### src/rtl/mycpu_pkg.sv
// Shared types for the pipeline hazard controller: forwarding encodings and scoreboard entries.
package mycpu_pkg;

  localparam int REG_AW = 5;

  localparam logic [1:0] FWD_RF = 2'd0;
  localparam logic [1:0] FWD_ES = 2'd1;
  localparam logic [1:0] FWD_MS = 2'd2;
  localparam logic [1:0] FWD_WS = 2'd3;

  typedef struct packed {
    logic              valid;
    logic              we;
    logic              is_load;
    logic [REG_AW-1:0] dest;
  } stage_sb_t;

  function automatic logic sb_hit(input stage_sb_t sb, input logic [REG_AW-1:0] src);
    return sb.valid & sb.we & (sb.dest == src);
  endfunction

endpackage

### src/rtl/hazard_src_cmp.sv
// One ID source register against the EX/MEM/WB scoreboard: forward select and stall request.
// Behaviour depends on PIPE_FWD_BYPASS_EN (bypass network present) vs. default (interlock only).
module hazard_src_cmp
  import mycpu_pkg::*;
(
  input  logic [REG_AW-1:0] src,
  input  logic              use_src,
  input  stage_sb_t         es_sb,
  input  stage_sb_t         ms_sb,
  input  stage_sb_t         ws_sb,
  input  logic              ms_ready,
  output logic [1:0]        sel,
  output logic              stall_req
);

  logic       src_live;
  logic [2:0] match;  // [0]=EX, [1]=MEM, [2]=WB

  assign src_live = use_src & (src != '0);
  assign match    = {3{src_live}} & {sb_hit(ws_sb, src), sb_hit(ms_sb, src), sb_hit(es_sb, src)};

`ifdef PIPE_FWD_BYPASS_EN
  logic unused_bits;
  assign unused_bits = &{1'b0, ws_sb.is_load};

  // Youngest producer wins; a WB hit still forwards since the regfile write lands this edge.
  always_comb begin
    sel = FWD_RF;
    if (match[0])      sel = FWD_ES;
    else if (match[1]) sel = FWD_MS;
    else if (match[2]) sel = FWD_WS;
  end

  assign stall_req = match[0] ? es_sb.is_load : (match[1] & ms_sb.is_load & ~ms_ready);
`else
  logic unused_bits;
  assign unused_bits = &{1'b0, es_sb.is_load, ms_sb.is_load, ws_sb.is_load, ms_ready};

  assign sel       = FWD_RF;
  assign stall_req = |match;
`endif

endmodule

### src/rtl/pipe_hazard_ctrl.sv
// 5-stage pipeline sequencer: stage valids, allowin/ready_go handshakes, RAW interlock, forward selects.
// Define PIPE_FWD_BYPASS_EN to enable forwarding (only load-use stalls); otherwise full interlock.
module pipe_hazard_ctrl
  import mycpu_pkg::*;
(
  input  logic              clk,
  input  logic              resetn,
  input  logic              fs_to_ds_valid,
  input  logic [REG_AW-1:0] ds_rj,
  input  logic [REG_AW-1:0] ds_rkd,
  input  logic              ds_use_rj,
  input  logic              ds_use_rkd,
  input  logic [REG_AW-1:0] ds_dest,
  input  logic              ds_gr_we,
  input  logic              ds_is_load,
  input  logic              ds_br_taken,
  input  logic              ms_mem_ready,
  output logic              ds_allowin,
  output logic              ds_valid,
  output logic              es_valid,
  output logic              ms_valid,
  output logic              ws_valid,
  output logic              ds_to_es_fire,
  output logic              es_to_ms_fire,
  output logic              ms_to_ws_fire,
  output logic              fs_flush,
  output logic [1:0]        fwd_rj_sel,
  output logic [1:0]        fwd_rkd_sel,
  output logic              ds_stall
);

  logic      ds_valid_q, ds_valid_d;
  stage_sb_t es_q, es_d, ms_q, ms_d, ws_q, ws_d;
  logic      es_allowin, ms_allowin;
  logic      rj_stall, rkd_stall;

  hazard_src_cmp u_cmp_rj (
    .src      (ds_rj),
    .use_src  (ds_use_rj),
    .es_sb    (es_q),
    .ms_sb    (ms_q),
    .ws_sb    (ws_q),
    .ms_ready (ms_mem_ready),
    .sel      (fwd_rj_sel),
    .stall_req(rj_stall)
  );

  hazard_src_cmp u_cmp_rkd (
    .src      (ds_rkd),
    .use_src  (ds_use_rkd),
    .es_sb    (es_q),
    .ms_sb    (ms_q),
    .ws_sb    (ws_q),
    .ms_ready (ms_mem_ready),
    .sel      (fwd_rkd_sel),
    .stall_req(rkd_stall)
  );

  assign ds_stall = rj_stall | rkd_stall;

  // WB always accepts and EX always completes, so those ready_go/allowin terms fold to constants.
  assign ms_allowin = ~ms_q.valid | ms_mem_ready;
  assign es_allowin = ~es_q.valid | ms_allowin;
  assign ds_allowin = ~ds_valid_q | (~ds_stall & es_allowin);

  assign ds_to_es_fire = ds_valid_q & ~ds_stall & es_allowin;
  assign es_to_ms_fire = es_q.valid & ms_allowin;
  assign ms_to_ws_fire = ms_q.valid & ms_mem_ready;

  assign fs_flush = ds_br_taken & ds_to_es_fire;

  always_comb begin
    ds_valid_d = ds_valid_q;
    es_d       = es_q;
    ms_d       = ms_q;
    ws_d       = ws_q;
    if (ds_allowin) ds_valid_d = fs_to_ds_valid & ~fs_flush;
    if (es_allowin) begin
      es_d.valid = ds_to_es_fire;
      if (ds_to_es_fire) begin
        es_d.we      = ds_gr_we;
        es_d.is_load = ds_is_load;
        es_d.dest    = ds_dest;
      end
    end
    if (ms_allowin) begin
      ms_d.valid = es_to_ms_fire;
      if (es_to_ms_fire) begin
        ms_d.we      = es_q.we;
        ms_d.is_load = es_q.is_load;
        ms_d.dest    = es_q.dest;
      end
    end
    ws_d.valid = ms_to_ws_fire;
    if (ms_to_ws_fire) begin
      ws_d.we      = ms_q.we;
      ws_d.is_load = ms_q.is_load;
      ws_d.dest    = ms_q.dest;
    end
  end

  always_ff @(posedge clk or negedge resetn) begin
    if (!resetn) begin
      ds_valid_q <= 1'b0;
      es_q       <= '0;
      ms_q       <= '0;
      ws_q       <= '0;
    end else begin
      ds_valid_q <= ds_valid_d;
      es_q       <= es_d;
      ms_q       <= ms_d;
      ws_q       <= ws_d;
    end
  end

  assign ds_valid = ds_valid_q;
  assign es_valid = es_q.valid;
  assign ms_valid = ms_q.valid;
  assign ws_valid = ws_q.valid;

endmodule
### config.mk
export PLATFORM = sky130hd
export DESIGN_NAME = pipe_hazard_ctrl
export DESIGN_NICKNAME = d
export VERILOG_FILES = /design/src/rtl/mycpu_pkg.sv /design/src/rtl/hazard_src_cmp.sv /design/src/rtl/pipe_hazard_ctrl.sv
export SDC_FILE = /design/constraint.sdc
export NUM_CORES = 1
export LEC_CHECK = 0
export CORE_MARGIN = 5
export CORE_UTILIZATION = 40
export DETAILED_ROUTE_END_ITERATION = 7
export MAX_ROUTING_LAYER = met4
export PLACE_DENSITY = 0.73
export SETUP_SLACK_MARGIN = 0.4
export SLEW_MARGIN = 10
export SYNTH_ARGS = -nofsm -noshare
export SYNTH_HDL_FRONTEND = slang
export SYNTH_SLANG_ARGS = --single-unit
### constraint.sdc
create_clock -name clk -period 2.2 [get_ports clk]
set_input_delay 0.44 -clock clk [delete_from_list [all_inputs] [get_ports clk]]
set_output_delay 0.44 -clock clk [all_outputs]
set_load 0.005 [all_outputs]
## After elaboration in Yosys (flattened, before gate mapping)

Cells that the tools add are included.

- Eq/ne operators: 6
- Bitwise gates (word level): 29
- Reduce and logical (&&, ||, !) cells: 6

Operator list:

| cell | count |
|---|---|
| $eq A5 B5 Y1 | 6 |
| $and A1 B1 Y1 | 18 |
| $reduce_bool A5 Y1 | 2 |
| $and A3 B3 Y3 | 2 |
| $reduce_or A3 Y1 | 2 |
| $not A1 Y1 | 5 |
| $or A1 B1 Y1 | 4 |
| $reduce_and A2 Y1 | 2 |

- Register bits after elaboration: 22
- Word-level logic and storage cells: 51

## Logic depth before layout (Yosys ltp)

- Depth in word-level cells: 11
- Mapped depth: 6
- Mapped depth without buffers: 6

## Cells and area by module

Synthesis repeated with hierarchy kept, for this count alone.

- Cell total of the unflattened synthesis: 119
- Area, all modules: 1,387.6 um2

Modules (own cells, without submodules):

| module | times used | cells each | area an instance (um2) | seq. area each (um2) |
|---|---|---|---|---|
| pipe_hazard_ctrl | 1 | 65 | 969.7 | 625.6 |
| hazard_src_cmp | 2 | 27 | 209.0 | 0.0 |

## Least setup slack after synthesis

Ideal clock, no wire load.

- Kind: input to output
- Start: input ds_rj[1]
- End: output fs_flush
- Arrival: 1.797 ns
- Required time: 1.760 ns
- Path slack: -0.037 ns
- Stages: 5
- Path buffers: 0
- Cells stage by stage: or4_1 > o21ai_1 > a31oi_1 > or3_2 > nor2_1

- Cells in the longest elaborated chain, start to end: 9

Ends and longest elaborated chain:

| element | RTL line | text |
|---|---|---|
| from (decl) | pipe_hazard_ctrl.sv:9 | `input logic [REG_AW-1:0] ds_rj,` |
| $eq A5 B5 Y1 or $reduce_bool A5 Y1 (tied branches) | mycpu_pkg.sv:19, hazard_src_cmp.sv:19 |  |
| $and A1 B1 Y1, on equally long branches | mycpu_pkg.sv:19, hazard_src_cmp.sv:19 |  |
| $and A3 B3 Y3 * | hazard_src_cmp.sv:20 | `assign match = {3{src_live}} & {sb_hit(ws_sb, src), sb_hit(ms_sb, src), sb_hit(es_sb, src)};` |
| $reduce_or A3 Y1 * | hazard_src_cmp.sv:40 | `assign stall_req = \|match;` |
| $or A1 B1 Y1 * | pipe_hazard_ctrl.sv:59 | `assign ds_stall = rj_stall \| rkd_stall;` |
| $not A1 Y1 * | pipe_hazard_ctrl.sv:66 | `assign ds_to_es_fire = ds_valid_q & ~ds_stall & es_allowin;` |
| $and A1 B1 Y1 * (2 in series) | pipe_hazard_ctrl.sv:66 |  |
| $and A1 B1 Y1 * | pipe_hazard_ctrl.sv:70 | `assign fs_flush = ds_br_taken & ds_to_es_fire;` |
| to (decl) | pipe_hazard_ctrl.sv:26 | `output logic fs_flush,` |

Mark *: on every way between the ends. The rest lies on a longest branch, timed or not.

## Worst setup path after layout

- Start: register es_q[3] in the netlist's numbering
- End: output fs_flush

- Cells in the longest elaborated chain, start to end: 9

Ends and longest elaborated chain:

| element | RTL line | text |
|---|---|---|
| from (decl) | pipe_hazard_ctrl.sv:33 | `stage_sb_t es_q, es_d, ms_q, ms_d, ws_q, ws_d;` |
| from (signal assigned) | pipe_hazard_ctrl.sv:110 | `es_q <= es_d;` |
| $eq A5 B5 Y1 | mycpu_pkg.sv:19 | `return sb.valid & sb.we & (sb.dest == src);` |
| $and A1 B1 Y1 | mycpu_pkg.sv:19 |  |
| $and A3 B3 Y3 | hazard_src_cmp.sv:20 |  |
| $reduce_or A3 Y1 | hazard_src_cmp.sv:40 |  |
| $or A1 B1 Y1 * | pipe_hazard_ctrl.sv:59 |  |
| $not A1 Y1 * | pipe_hazard_ctrl.sv:66 |  |
| $and A1 B1 Y1 * (2 in series) | pipe_hazard_ctrl.sv:66 |  |
| $and A1 B1 Y1 * | pipe_hazard_ctrl.sv:70 |  |

Marks and branches as above.

==> run_results.csv <==
group,metric,value,unit
outcome,status,"finished with violations",
outcome,violations,"negative setup slack",
setup_path,worstSetupPathType,"reg2out",
yosys,ys_warn_count,0,
clock_network,cts.sinks,22,
clock_network,cts-root-buf,"clkbuf_4",
floorplan,io_pins,38,
drt,vias_per_cell,4.90,
timing,period_minus_slack,2.54,ns
finish,filler_cell_count,221,
yosys,synth-simple-area-share,12.5,%
pwr,power,2.27,mW
setup_path,reg2reg_setup_slack,0.07,ns
place,gp_congestion,0.848,
setup_path,crit_fanout,3,
setup_path,crit_path_end_kind,"output pin",
yosys,synth-edff-count,0,
yosys,synthAdderAreaFrac,0,%
job,maxCapViolations,0,
global_routing,grt_pass1_vias,1217,
yosys,synth_common_cells,"24 x xor2_1, 22 x dfrtp_1, 18 x mux2_2",
setup_path,crit_arrival,2.10,ns
yosys,syn_avg_cell_area,11.5,um2
floorplan,core_area,3030,um2
floorplan,rows,20,
drt,ant_nets,0,
yosys,synth_top_area_share,43.7,%
yosys,netlist.top_cell.by_area,"dfrtp_1",
finish,nNetsFinal,205,
yosys,ys_top_cells_by_area,"dfrtp_1 44%, xor2_1 17%, mux2_2 16%",
finish,num_antenna_cells,0,
timing,hold_viol,0,
global_routing,antenna_found_initial,0,
timing,skew,0.00510,ns
setup_path,start_kind,"register",
global_routing,track_usage,18.0,%
clock_network,tritoncts,"yes",
clock_network,cts_buffer_depth,2,
global_routing,grt_max_degree,23,
floorplan,initial_core_util,41.6,%
drt,dr.first_iter.drc_count,57,
global_routing,gr-total-overflow,0,
drt,vias,1097,
global_routing,grt_pass1_wl,5820,um
timing,hold_ws,0.457,ns
yosys,synth.distinct_cells,21,
place,numPortBuffers,32,
yosys,yosysMostFrequentCell,"xor2_1",
clock_network,clk_latency,0.31,ns
yosys,synth_ff_type,"dfrtp_1",
yosys,async_flop_share,100,%
drt,first_pass_iters,4,
clock_network,cts_hold_buf,0,
finish,syn_to_final_growth,59.7,%
drt,routed_wl,3480,um
floorplan,chipHeight,66.1,um
setup_path,required,1.76,ns
yosys,synth-compound-area-share,2.98,%
place,place.detailed.hpwl,2630,um
timing,setup_ws,-0.339,ns
timing,period_share,115,%
drt,drc,0,
timing,fin_tns_setup,-1.12,ns
yosys,netlist_area,1260,um2
clock_network,htreeDepth,1,
drt,wl_per_cell,15.5,um
pwr,ir_worst_vdd,651,uV
timing,finalMaxSlewViolations,0,
yosys,synth_top_family_by_area,"XOR/XNOR gates",
hold_path,hold_class,"in2async",
yosys,synth_cells,110,
finish,drive_gt1_share,48.3,%
floorplan,die_area,4370,um2
yosys,seq_area_frac_synth,43.7,%
pwr,p_per_area,1130,nW/um2
clock_network,cts_buffers,3,
yosys,ys_seq_elements,22,
timing,timing.fmax,394,MHz
floorplan,die_w,66.1,um
timing,finalSetupViolCount,4,
pwr,p_leak,0.913,nW
timing,rsz0062_at_grt,"yes",
yosys,synthXorXnorAreaFrac,20.9,%
clock_network,cts.clk_slew.worst_paths,0.12,ns
yosys,muxShareOfSynthArea,16.1,%
[registers in the layout, summed over array words and instances (netlist names)]
register / count
ds_valid: 1
es_q: 6
es_valid: 1
ms_q: 6
ms_valid: 1
ws_q: 6
ws_valid: 1
[cells in the final DEF, fill, tap and decap left out, types with 2 or more instances in the layout]
| master | instances |
|---|---|
| o21ai_4 | 2 |
| mux2_4 | 6 |
| dfrtp_1 | 20 |
| or4_4 | 2 |
| nor4_2 | 2 |
| dlygate4sd2_1 | 3 |
| dfrtp_2 | 2 |
| buf_4 | 30 |
| xnor2_1 | 6 |
| buf_2 | 10 |
| clkdlybuf4s50_1 | 15 |
| buf_6 | 7 |
| nand2_1 | 5 |
| nand4_1 | 6 |
| mux2_2 | 12 |
| xor2_1 | 23 |
| clkdlybuf4s15_2 | 2 |
| nor4_1 | 4 |
| inv_1 | 4 |
| conb_1 | 4 |
| clkbuf_4 | 3 |
[path summary, 6_finish.rpt]
kind                          from       end  cells after the start
setup / recovery           es_q[3]  fs_flush                      8
hold / removal              resetn   es_q[0]                      2
setup reg to reg           es_q[0]   es_q[1]                      9
hold reg to reg            ws_q[6]   ws_q[6]                      1
max in group asynchronous   resetn  ms_valid                      2
min in group clk           ws_q[6]   ws_q[6]                      1
[routing by layer]
layer	routed length, um	vias up	GRT usage, %
met5	0	-	-
met4	42	0	3.81
met3	228	6	3.91
met2	1760	39	30.9
met1	1450	534	21.7
li1	-	518	-
[worst max-delay path: stages, from the launching register on]
cell and delay, ns:
dfrtp_1 0.43, xor2_1 0.16, nor4_1 0.33, nand4_1 0.20, a31oi_4 0.26, or3_4 0.17
buf_6 0.09, nor2_2 0.03, buf_2 0.12
[cells by family (layout without fill, tap and decap cells)]
group                     after synthesis  after routing
AOI/OAI and AO/OA                       6              6
xor gates and xnor gates               30             30
buffers and inverters                   8             75
DFF                                    22             22
muxes                                  18             18
other                                   1              4
and+or+nand+nor                        25             25
[report_power, final]
group / total (mW) / switching, mW / internal (mW)
registers: 0.800 / 0.201 / 0.599
logic: 1.16 / 0.439 / 0.720
clock network: 0.314 / 0.130 / 0.184
total: 2.27 / 0.769 / 1.50
[cell type report]
| cell class | count | area, um2 | share of cell area (%) |
|---|---|---|---|
| well taps | 44 | 55.1 | 2.74 |
| clock buffers | 3 | 22.5 | 1.12 |
| flip-flops and latches | 22 | 553 | 27.5 |
| inverters | 4 | 15.0 | 0.746 |
| multi-input cells | 83 | 783 | 38.9 |
| repair buffers | 67 | 553 | 27.5 |
| clock inverters | 1 | 30.0 | 1.49 |
[through the flow]
| step | util [%] | instances | instance area, um2 | setup WS (ns) |
|---|---|---|---|---|
| 6_report | 66.4 | 224 | 2010 | -0.339 |
| 5_1_grt | 66.4 | 224 | 2010 | -0.444 |
| 4_1_cts | 65.3 | 221 | 1980 | -0.299 |
| 3_5_place_dp | 61.2 | 215 | 1850 | -0.974 |
| 3_3_place_gp | 61.2 | 215 | 1850 | -0.925 |
| 2_1_floorplan | - | 113 | 1280 | 0.0730 |
[what timing repair did]
item,4_1_cts,5_1_grt
gates cloned,0,0
gates resized for setup,82,3
buffers inserted,2,3
endpoints found under the setup margin,14,12
pin swaps,19,11
(Power assumes the default switching activity.)
